$ cat src/rtl/cpu_pkg.sv
// Shared types for the 8-bit CPU: opcodes, control states, ALU ops.
package cpu_pkg;

   typedef enum logic [3:0] {
      OP_ALU  = 4'h0,
      OP_ADDI = 4'h1,
      OP_LW   = 4'h2,
      OP_SW   = 4'h3,
      OP_BEQ  = 4'h4,
      OP_JMP  = 4'h5,
      OP_HALT = 4'hF
   } opcode_e;

   typedef enum logic [2:0] {
      S_FETCH,
      S_DECODE,
      S_EXEC,
      S_MEM,
      S_WB,
      S_HALT
   } ctrl_state_e;

   localparam logic [2:0] ALU_ADD = 3'b000;

endpackage

$ cat src/rtl/cpu_control_fsm_tmo.sv
// Memory-handshake timeout counter: expired marks the last waiting cycle.
module mem_timeout_ctr #(
   parameter int unsigned LIMIT = 15
) (
   input  logic clk,
   input  logic rst,
   input  logic clear,
   input  logic enable,
   output logic expired
);

   logic [7:0] cnt_q, cnt_d;

   assign expired = enable && (cnt_q == 8'(LIMIT - 1));

   always_comb begin
      cnt_d = cnt_q;
      if (clear)
         cnt_d = '0;
      else if (enable && !expired)
         cnt_d = cnt_q + 8'd1;
   end

   always_ff @(posedge clk) begin
      if (rst)
         cnt_q <= '0;
      else
         cnt_q <= cnt_d;
   end

endmodule

$ cat src/rtl/cpu_control_fsm.sv
// Multi-cycle control FSM for the 8-bit CPU with shared memory port.
// Optional single-step fetch gating under CPU_SINGLE_STEP_EN.
module cpu_control_fsm
   import cpu_pkg::*;
#(
   parameter int unsigned MEM_TIMEOUT = 15,
   parameter int unsigned CNT_W       = 16
) (
   input  logic             clk,
   input  logic             rst,
   input  logic [3:0]       opcode,
   input  logic [2:0]       func,
   input  logic             alu_zero,
   input  logic             mem_ack,
   input  logic             step,
   output logic             ir_load,
   output logic             pc_inc,
   output logic             pc_load,
   output logic [2:0]       alu_op,
   output logic             alu_bsel,
   output logic             rf_we,
   output logic             rf_wsel,
   output logic             mem_req,
   output logic             mem_we,
   output logic             mem_asel,
   output logic             halted,
   output logic             illegal,
   output logic             bus_err,
   output logic [CNT_W-1:0] instret
);

   ctrl_state_e      state_q, state_d;
   logic             mem_req_q, mem_req_d;
   logic             mem_we_q, mem_we_d;
   logic             mem_asel_q, mem_asel_d;
   logic             illegal_q, illegal_d;
   logic             bus_err_q, bus_err_d;
   logic [CNT_W-1:0] instret_q, instret_d;
   logic             ack, retire, fetch_go;
   logic             tmo_clear, tmo_en, tmo_exp;

   assign ack    = mem_req_q && mem_ack;
   assign tmo_en = mem_req_q && !mem_ack;

   assign tmo_clear = (state_d != state_q) &&
                      ((state_d == S_FETCH) || (state_d == S_MEM));

   mem_timeout_ctr #(.LIMIT(MEM_TIMEOUT)) u_tmo (
      .clk     (clk),
      .rst     (rst),
      .clear   (tmo_clear),
      .enable  (tmo_en),
      .expired (tmo_exp)
   );

`ifdef CPU_SINGLE_STEP_EN
   logic step_pend_q, step_pend_d;

   // Steps are only noticed while parked in FETCH.
   assign fetch_go = (state_q == S_FETCH) && (step_pend_q || step);

   always_comb begin
      step_pend_d = step_pend_q;
      if (state_q == S_FETCH)
         step_pend_d = (state_d == S_FETCH) && (step_pend_q || step);
   end

   always_ff @(posedge clk) begin
      if (rst)
         step_pend_q <= 1'b0;
      else
         step_pend_q <= step_pend_d;
   end
`else
   logic unused_step;
   assign unused_step = step;
   assign fetch_go    = 1'b1;
`endif

   always_comb begin
      state_d   = state_q;
      illegal_d = illegal_q;
      bus_err_d = bus_err_q;
      retire    = 1'b0;
      ir_load   = 1'b0;
      pc_inc    = 1'b0;
      pc_load   = 1'b0;
      alu_op    = ALU_ADD;
      alu_bsel  = 1'b0;
      rf_we     = 1'b0;
      rf_wsel   = 1'b0;
      unique case (state_q)
         S_FETCH: begin
            if (ack) begin
               ir_load = 1'b1;
               pc_inc  = 1'b1;
               state_d = S_DECODE;
            end else if (tmo_exp) begin
               bus_err_d = 1'b1;
               state_d   = S_HALT;
            end
         end
         S_DECODE: begin
            case (opcode)
               OP_HALT: state_d = S_HALT;
               OP_ALU, OP_ADDI, OP_LW,
               OP_SW, OP_BEQ, OP_JMP: state_d = S_EXEC;
               default: begin
                  illegal_d = 1'b1;
                  state_d   = S_HALT;
               end
            endcase
         end
         S_EXEC: begin
            case (opcode)
               OP_ALU: begin
                  alu_op  = func;
                  state_d = S_WB;
               end
               OP_ADDI: begin
                  alu_bsel = 1'b1;
                  state_d  = S_WB;
               end
               OP_LW, OP_SW: begin
                  alu_bsel = 1'b1;
                  state_d  = S_MEM;
               end
               OP_BEQ: begin
                  pc_load = alu_zero;
                  retire  = 1'b1;
                  state_d = S_FETCH;
               end
               OP_JMP: begin
                  pc_load = 1'b1;
                  retire  = 1'b1;
                  state_d = S_FETCH;
               end
               default: state_d = S_HALT;
            endcase
         end
         S_MEM: begin
            if (ack) begin
               if (opcode == OP_LW) begin
                  state_d = S_WB;
               end else begin
                  retire  = 1'b1;
                  state_d = S_FETCH;
               end
            end else if (tmo_exp) begin
               bus_err_d = 1'b1;
               state_d   = S_HALT;
            end
         end
         S_WB: begin
            rf_we   = 1'b1;
            rf_wsel = (opcode == OP_LW);
            retire  = 1'b1;
            state_d = S_FETCH;
         end
         S_HALT: state_d = S_HALT;
         default: state_d = S_HALT;
      endcase

      // Port controls are registered from the state being entered.
      mem_req_d  = (state_d == S_MEM) ||
                   ((state_d == S_FETCH) && fetch_go);
      mem_asel_d = (state_d == S_MEM);
      mem_we_d   = (state_d == S_MEM) && (opcode == OP_SW);
      instret_d  = instret_q + {{(CNT_W-1){1'b0}}, retire};
   end

   always_ff @(posedge clk) begin
      if (rst) begin
         state_q    <= S_FETCH;
         mem_req_q  <= 1'b0;
         mem_we_q   <= 1'b0;
         mem_asel_q <= 1'b0;
         illegal_q  <= 1'b0;
         bus_err_q  <= 1'b0;
         instret_q  <= '0;
      end else begin
         state_q    <= state_d;
         mem_req_q  <= mem_req_d;
         mem_we_q   <= mem_we_d;
         mem_asel_q <= mem_asel_d;
         illegal_q  <= illegal_d;
         bus_err_q  <= bus_err_d;
         instret_q  <= instret_d;
      end
   end

   assign mem_req  = mem_req_q;
   assign mem_we   = mem_we_q;
   assign mem_asel = mem_asel_q;
   assign halted   = (state_q == S_HALT);
   assign illegal  = illegal_q;
   assign bus_err  = bus_err_q;
   assign instret  = instret_q;

endmodule

$ cat config.mk
export PLATFORM = sky130hd
export DESIGN_NAME = cpu_control_fsm
export DESIGN_NICKNAME = d
export VERILOG_FILES = /design/src/rtl/cpu_pkg.sv /design/src/rtl/cpu_control_fsm_tmo.sv /design/src/rtl/cpu_control_fsm.sv
export SDC_FILE = /design/constraint.sdc
export NUM_CORES = 1
export LEC_CHECK = 0
export ABC_AREA = 1
export CORE_MARGIN = 3
export CORE_UTILIZATION = 45
export DETAILED_ROUTE_END_ITERATION = 8
export PLACE_DENSITY = 0.79
export SYNTH_ARGS = -nofsm -noshare
export SYNTH_HDL_FRONTEND = slang
export SYNTH_HIERARCHICAL = 1
export SYNTH_SLANG_ARGS = --single-unit
$ cat constraint.sdc
create_clock -name clk -period 2.01 [get_ports clk]
set_input_delay 0.201 -clock clk [delete_from_list [all_inputs] [get_ports clk]]
set_output_delay 0.201 -clock clk [all_outputs]
set_load 0.05 [all_outputs]
==> impl_metrics.py, run 1 <==
metrics = {
    "grt": {
        "grt_start_max_net_pins": 13,
        "grtUsageMet2": 0.3872,
        "first_global_vias": 2051,
        "grt_remaining_overflow": 0,
        "global_route.peak_usage_layer": "met2",
        "gr-usage-met3": 0.05468,
        "globalRouteMet1Util": 0.2607,
        "track_usage": 0.2214,
        "grt_pass1_wl_um": 8970,
        "grt_antenna_before_repair": 0,
    },
    "routing": {
        "detail_route.wl_per_cell_um": 13.41,
        "remaining_drc_errors": 0,
        "drt_iter0_drc": 153,
        "first_pass_iters": 7,
        "count_of_vias_placed_by_the_detailed_router": 2223,
        "count_of_nets_left_with_antenna_violations_after_detail_routing": 0,
        "wl_um": 5753,
        "via_per_inst": 5.182,
    },
    "yosys": {
        "synth_common_cells": "sky130_fd_sc_hd__nand2_1, sky130_fd_sc_hd__nor2_1, sky130_fd_sc_hd__dfxtp_1",
        "synth_seq_area_share": 0.3462,
        "instance_count_of_the_mapped_netlist": 283,
        "synth_cell_types": 33,
        "post_synth.cell_area_avg_um2": 6.539,
        "asyncSetResetFlopFracSynth": 0,
        "netlist.top_cell.by_area": "sky130_fd_sc_hd__dfxtp_1",
        "synth.cell_area_um2": 1851,
        "synth.most_common_cell": "sky130_fd_sc_hd__nand2_1",
        "synth_top_area_cells": "sky130_fd_sc_hd__dfxtp_1, sky130_fd_sc_hd__nand2_1, sky130_fd_sc_hd__nor2_1",
        "yosys_warnings": 6,
        "netlist.area_leader.share": 0.3462,
        "ys_dominant_reg_cell": "sky130_fd_sc_hd__dfxtp_1",
        "syn_nets": 299,
        "synth.ff_latch_count": 32,
        "synth_edf_count": 0,
    },
    "floorplan": {
        "die_width_um": 70.13,
        "dieHeight_um": 70.13,
        "initial_core_utilization": 0.4872,
        "design.die.area_um2": 4918,
        "ios": 43,
        "coreArea_um2": 3799,
        "num_rows": 22,
    },
    "timing": {
        "finalSetupViolCount": 3,
        "clock-skew-final_ns": 0.006403,
        "post-route-worst-setup-slack_ns": -0.09832,
        "slew_headroom": 0.6556,
        "post-route-min-period_ns": 2.108,
        "setup_tns_ns": -0.1796,
        "final.period_utilization": 1.049,
        "worst-slew-pin-transition_ns": 0.5150,
        "hold_viol": 0,
        "grt_setup_unrepaired": "yes",
        "number_of_pins_with_negative_max_slew_slack_in_the_final_report": 0,
        "fmax_ghz": 0.4743,
    },
    "layout": {
        "nNetsFinal": 396,
        "area_delta_synth_final_pct": 65.79,
        "stdcell_count": 429,
        "final_design_area_no_fill_um2": 3068,
        "utilization": 0.8076,
        "antenna_cells_inserted": 0,
        "drive_above_1_share": 0.3648,
    },
    "cts": {
        "clk_transition_reported_paths_ns": 0.07,
        "ctsRootBufferMaster": "sky130_fd_sc_hd__clkbuf_8",
        "cts_max_path_buffers": 2,
        "tritoncts": "done",
        "h-tree-depth": 2,
        "clk_latency_ns": 0.28,
        "cts_inserted_buffers": 5,
        "cts.sink_count": 32,
    },
    "min_path": {
        "hold_start": "illegal",
        "hold-path-cell-count": 2,
        "min_path_type": "reg -> reg",
    },
    "critical_path": {
        "r2r_cells": 15,
        "regToRegStartpoint": "state_q[1]",
        "timing.critical_path.fanout_max": 4,
        "worst_setup_path_start_kind": "register",
        "cp-end-kind": "register",
        "cp_data_arrival_time_ns": 2.29,
        "startpoint": "state_q[1]",
        "crit_required_ns": 2.19,
        "setup.worst_path.class": "reg -> reg",
    },
    "place": {
        "dp_hpwl_um": 3808,
        "placement.io_buffers": 41,
        "post-place-ws_ns": -0.5205,
        "numPlacedInstances": 409,
        "place_area_um2": 2736,
        "gp_routability_congestion": 0.9271,
    },
    "power_and_ir_drop": {
        "power.density_nw_per_um2": 880.4,
        "vdd_ir_drop_max_mv": 0.6001,
        "p_leak_nw": 1.310,
    },
    "run_status": {
        "failing_checks": "negative setup slack",
        "run_status": "finished, violations left",
    },
    "job": {
        "number_of_maximum_capacitance_constraint_violations": 0,
    },
}
==> routing by layer <==
layer | wire length, um | vias to the layer above | part of all wire
li1 | - | 1088 | -
met2 | 2942 | 87 | 0.51
met5 | 0 | - | 0
met3 | 348 | 17 | 0.060
met4 | 107 | 0 | 0.019
met1 | 2354 | 1031 | 0.41
==> worst max-delay path, stage by stage (launching register included) <==
cell and delay, ns:
sky130_fd_sc_hd__dfxtp_2 0.34, sky130_fd_sc_hd__buf_6 0.13, sky130_fd_sc_hd__nor2_4 0.12, sky130_fd_sc_hd__inv_2 0.05
sky130_fd_sc_hd__nor2_4 0.09, sky130_fd_sc_hd__inv_2 0.05, sky130_fd_sc_hd__o211ai_1 0.11, sky130_fd_sc_hd__ha_2 0.24
sky130_fd_sc_hd__ha_4 0.15, sky130_fd_sc_hd__nand3_4 0.09, sky130_fd_sc_hd__nor3_4 0.16, sky130_fd_sc_hd__nand2_2 0.08
sky130_fd_sc_hd__nor2_4 0.13, sky130_fd_sc_hd__nand4_1 0.12, sky130_fd_sc_hd__nand2_1 0.09, sky130_fd_sc_hd__nor2_1 0.04
==> stage by stage <==
step           total power [mW]  hold slack (ns)
2_1_floorplan             1.376           0.2721
6_report                  2.701           0.4531
3_5_place_dp              1.870           0.4489
3_3_place_gp              1.845           0.4384
5_1_grt                   2.860           0.5075
4_1_cts                   2.548           0.4593
==> layout by cell type (no fill, tap or decap), types with 2 or more instances in the layout <==
master                            instances
sky130_fd_sc_hd__nand2_1                 70
sky130_fd_sc_hd__buf_4                   54
sky130_fd_sc_hd__nor2_1                  43
sky130_fd_sc_hd__dfxtp_1                 27
sky130_fd_sc_hd__clkdlybuf4s50_1         27
sky130_fd_sc_hd__inv_1                   23
sky130_fd_sc_hd__a21oi_1                 13
sky130_fd_sc_hd__inv_2                   11
sky130_fd_sc_hd__nor2_2                  11
sky130_fd_sc_hd__nand3_1                 10
sky130_fd_sc_hd__nand3_2                  8
sky130_fd_sc_hd__buf_12                   8
sky130_fd_sc_hd__o21ai_0                  7
sky130_fd_sc_hd__clkbuf_8                 7
sky130_fd_sc_hd__a21oi_2                  6
sky130_fd_sc_hd__nor2_4                   5
sky130_fd_sc_hd__nand2_2                  5
sky130_fd_sc_hd__dfxtp_2                  4
sky130_fd_sc_hd__nand4_1                  3
sky130_fd_sc_hd__a31oi_1                  3
sky130_fd_sc_hd__xor2_1                   3
sky130_fd_sc_hd__dlygate4sd2_1            3
sky130_fd_sc_hd__o21ai_2                  2
sky130_fd_sc_hd__nor3_2                   2
sky130_fd_sc_hd__xnor2_1                  2
sky130_fd_sc_hd__o21ai_1                  2
sky130_fd_sc_hd__nor3_4                   2
sky130_fd_sc_hd__ha_4                     2
sky130_fd_sc_hd__buf_6                    2
==> flip-flops by register name, indices dropped and copies added, names as in the netlist <==
signal,count
illegal,1
mem_we,1
u_tmo/cnt_q,8
state_q,3
instret,16
bus_err,1
mem_req,1
mem_asel,1
==> cell type report <==
type	count	area (um2)
Clock buffer	8	121.4
Fill cell	232	730.7
Tap cell	48	60.06
Inverter	35	132.6
Sequential cell	32	649.4
Multi-Input combinational cell	211	1207
Timing Repair Buffer	95	897.1
==> final timing paths <==
check / to / slack [ns]
max reg2reg: instret[12] / -0.1
min reg2reg: illegal / 0.45
min: illegal / 0.45
max: instret[12] / -0.1
==> cell families (layout without fill, tap and decap cells) <==
kind of cell,Yosys count,after routing,share of synthesized area
AOI/OAI and AO/OA,36,36,0.1122
xor gates and xnor gates,5,5,0.02367
adders and majority gates,4,4,0.02705
buffers and inverters,40,138,0.08857
DFF,32,32,0.3462
and+or+nand+nor,166,166,0.4023
==> power by group <==
group | switching, mW | internal (mW)
Sequential | 0.0380 | 0.692
Combinational | 0.728 | 0.609
Clock | 0.247 | 0.387
Total | 1.01 | 1.69
==> what timing repair did <==
item	CTS	global route
hold endpoints to repair	0	0
gates resized for setup	17	30
pin swaps	8	1
setup buffers	6	7
hold buffers	0	0
endpoints found under the setup margin	18	18
No activity file was read; power rests on OpenSTA's default activity.
==> run 2: changes to the inputs <==
Settings changed: CORE_UTILIZATION 45 to 44, PLACE_DENSITY 0.79 to unset, PLACE_DENSITY_LB_ADDON set to 0.2, SYNTH_HIERARCHICAL 1 to unset.
==> impl_metrics.py, run 2 <==
metrics = {
    "run_status": {
        "run_status": "finished, violations left",
        "failing_checks": "negative setup slack",
    },
    "cts": {
        "post_cts_hold_buffer_count": 0,
        "cts.sink_count": 32,
        "cts_inserted_buffers": 5,
        "tritoncts": "done",
        "clk_latency_ns": 0.28,
        "clk_transition_reported_paths_ns": 0.07,
        "ctsRootBufferMaster": "sky130_fd_sc_hd__clkbuf_8",
        "h-tree-depth": 2,
        "cts_max_path_buffers": 2,
    },
    "yosys": {
        "synth_seq_area_share": 0.3762,
        "netlist.area_leader.share": 0.3762,
        "synth_edf_count": 0,
        "instance_count_of_the_mapped_netlist": 253,
        "netlist.top_cell.by_area": "sky130_fd_sc_hd__dfxtp_1",
        "syn_nets": 269,
        "post_synth.cell_area_avg_um2": 6.731,
        "asyncSetResetFlopFracSynth": 0,
        "synth_common_cells": "sky130_fd_sc_hd__nor2_1, sky130_fd_sc_hd__nand2_1, sky130_fd_sc_hd__inv_1",
        "ys_dominant_reg_cell": "sky130_fd_sc_hd__dfxtp_1",
        "synth_cell_types": 32,
        "synth.cell_area_um2": 1703,
        "yosys_warnings": 0,
        "synth.ff_latch_count": 32,
        "synth.most_common_cell": "sky130_fd_sc_hd__nor2_1",
        "synth_top_area_cells": "sky130_fd_sc_hd__dfxtp_1, sky130_fd_sc_hd__nor2_1, sky130_fd_sc_hd__nand2_1",
    },
    "timing": {
        "clock-skew-final_ns": 0.007912,
        "finalSetupViolCount": 5,
        "post-route-min-period_ns": 2.265,
        "slew_headroom": 0.6595,
        "final.period_utilization": 1.127,
        "worst-slew-pin-transition_ns": 0.5091,
        "fmax_ghz": 0.4415,
        "grt_setup_unrepaired": "yes",
        "post-route-worst-setup-slack_ns": -0.2551,
        "number_of_pins_with_negative_max_slew_slack_in_the_final_report": 0,
        "hold_viol": 0,
    },
    "critical_path": {
        "setup.worst_path.class": "reg -> reg",
        "crit_required_ns": 2.22,
        "cp_data_arrival_time_ns": 2.48,
        "cp-end-kind": "register",
        "timing.critical_path.fanout_max": 4,
        "worst_setup_path_start_kind": "register",
    },
    "floorplan": {
        "num_rows": 21,
        "ios": 43,
        "dieHeight_um": 68.21,
        "initial_core_utilization": 0.4837,
        "coreArea_um2": 3521,
        "design.die.area_um2": 4653,
        "die_width_um": 68.21,
    },
    "routing": {
        "detail_route.wl_per_cell_um": 11.87,
        "via_per_inst": 4.903,
        "count_of_nets_left_with_antenna_violations_after_detail_routing": 0,
        "wl_um": 4535,
        "drt_iter0_drc": 118,
        "count_of_vias_placed_by_the_detailed_router": 1873,
        "first_pass_iters": 4,
        "remaining_drc_errors": 0,
    },
    "layout": {
        "drive_above_1_share": 0.2827,
        "utilization": 0.7672,
        "antenna_cells_inserted": 0,
        "area_delta_synth_final_pct": 58.63,
        "layout.cells.most_common_list": "sky130_fd_sc_hd__nand2_1, sky130_fd_sc_hd__nor2_1, sky130_fd_sc_hd__buf_4, sky130_fd_sc_hd__inv_1, sky130_fd_sc_hd__dfxtp_1",
        "largest_register_ff_count": 16,
        "nNetsFinal": 351,
    },
    "place": {
        "post-place-ws_ns": -0.6635,
        "placement.io_buffers": 41,
        "dp_hpwl_um": 3238,
        "gp_routability_congestion": 0.8566,
    },
    "grt": {
        "grt_antenna_before_repair": 0,
        "grt_remaining_overflow": 0,
        "grt_start_max_net_pins": 11,
        "grt_pass1_wl_um": 7424,
        "track_usage": 0.2107,
        "first_global_vias": 1778,
    },
    "job": {
        "number_of_maximum_capacitance_constraint_violations": 0,
    },
    "power_and_ir_drop": {
        "overall_power_consumption_mw": 2.272,
        "vdd_ir_drop_max_mv": 0.5578,
        "p_leak_nw": 1.130,
        "power.density_nw_per_um2": 840.9,
    },
    "min_path": {
        "min_path_type": "in -> reg",
    },
}
-- run 2: cell count changes after synthesis, sizes merged, moves of 2 or more --
| cell | change |
|---|---|
| clkbuf | -2 |
| a21oi | -5 |
| o21a | +2 |
| nand3 | -5 |
| nand2 | -28 |
| xor2 | +2 |
| nor3 | +4 |
| inv | +7 |
| nor2 | -5 |
| nand4 | +2 |
| o21ai | -3 |
| a31oi | -2 |
-- run 2: worst paths after layout --
path	endpoint	startpoint	slack (ns)	cells after the start
worst min register to register	illegal	illegal	0.46	2
worst max register to register	instret[14]	state_q[1]	-0.26	17
worst max-delay path	instret[14]	state_q[1]	-0.26	17
worst min-delay path	mem_we	opcode[0]	0.42	4
-- run 2: cells by family after synthesis --
logic type	after synthesis	synth area share
adder cells (fa/ha/maj)	4	0.02939
AND/OR/NAND/NOR	136	0.3571
buffers and inverters	44	0.09992
XOR/XNOR	8	0.04115
flip-flops	32	0.3762
AO/OA/AOI/OAI	29	0.09625
-- run 2: where the power goes --
part | switching, mW | leakage (nW) | internal, mW
Clock | 0.236 | 0.0510 | 0.273
Sequential | 0.0497 | 0.260 | 0.688
Combinational | 0.604 | 0.818 | 0.421
Total | 0.890 | 1.13 | 1.38
-- run 2: critical path, cell delays in order, from the launching register on --
cell,delay (ns)
sky130_fd_sc_hd__dfxtp_4,0.37
sky130_fd_sc_hd__nor2_4,0.11
sky130_fd_sc_hd__inv_2,0.05
sky130_fd_sc_hd__nor2_4,0.10
sky130_fd_sc_hd__inv_2,0.04
sky130_fd_sc_hd__o211ai_1,0.11
sky130_fd_sc_hd__ha_2,0.25
sky130_fd_sc_hd__ha_4,0.14
sky130_fd_sc_hd__nand2_2,0.05
sky130_fd_sc_hd__inv_2,0.06
sky130_fd_sc_hd__nand4_1,0.16
sky130_fd_sc_hd__nor2_1,0.18
sky130_fd_sc_hd__nand3_1,0.11
sky130_fd_sc_hd__nor2_1,0.12
sky130_fd_sc_hd__nand2_2,0.09
sky130_fd_sc_hd__nor2_1,0.09
sky130_fd_sc_hd__nor2_1,0.04
sky130_fd_sc_hd__nor3_1,0.11
-- run 2: repair_timing --
item	in CTS	in global routing
endpoints found under the setup margin	8	8
setup buffers	7	3
pin swaps	7	7
cloned	0	0
resized for setup	16	11
-- run 2: final cells by class --
| type | instances | area (um2) |
|---|---|---|
| Sequential cell | 32 | 648.1 |
| Tap cell | 46 | 57.56 |
| Clock buffer | 6 | 82.58 |
| Fill cell | 256 | 819.5 |
| Inverter | 41 | 158.9 |
| Timing Repair Buffer | 78 | 757.0 |
| Multi-Input combinational cell | 177 | 987.2 |
| Clock inverter | 2 | 10.01 |
-- run 2: stage by stage --
stage	cells	area [um2]	TNS (ns)	hold WS, ns
detailed placement	366	2490	-4.954	0.4561
finish	382	2701	-0.6938	0.4246
CTS	380	2643	-0.5637	0.4120
floorplan	253	1745	-1.199	0.3435
global placement	366	2490	-3.910	0.4374
global route	382	2701	-1.657	0.4184
-- run 2: routing by layer --
metal,vias up,global-route usage,wire [um]
li1,965,-,-
met1,850,0.2563,2003
met2,50,0.3574,2250
met3,8,0.05255,205
met4,0,0.07692,76
met5,-,0,0
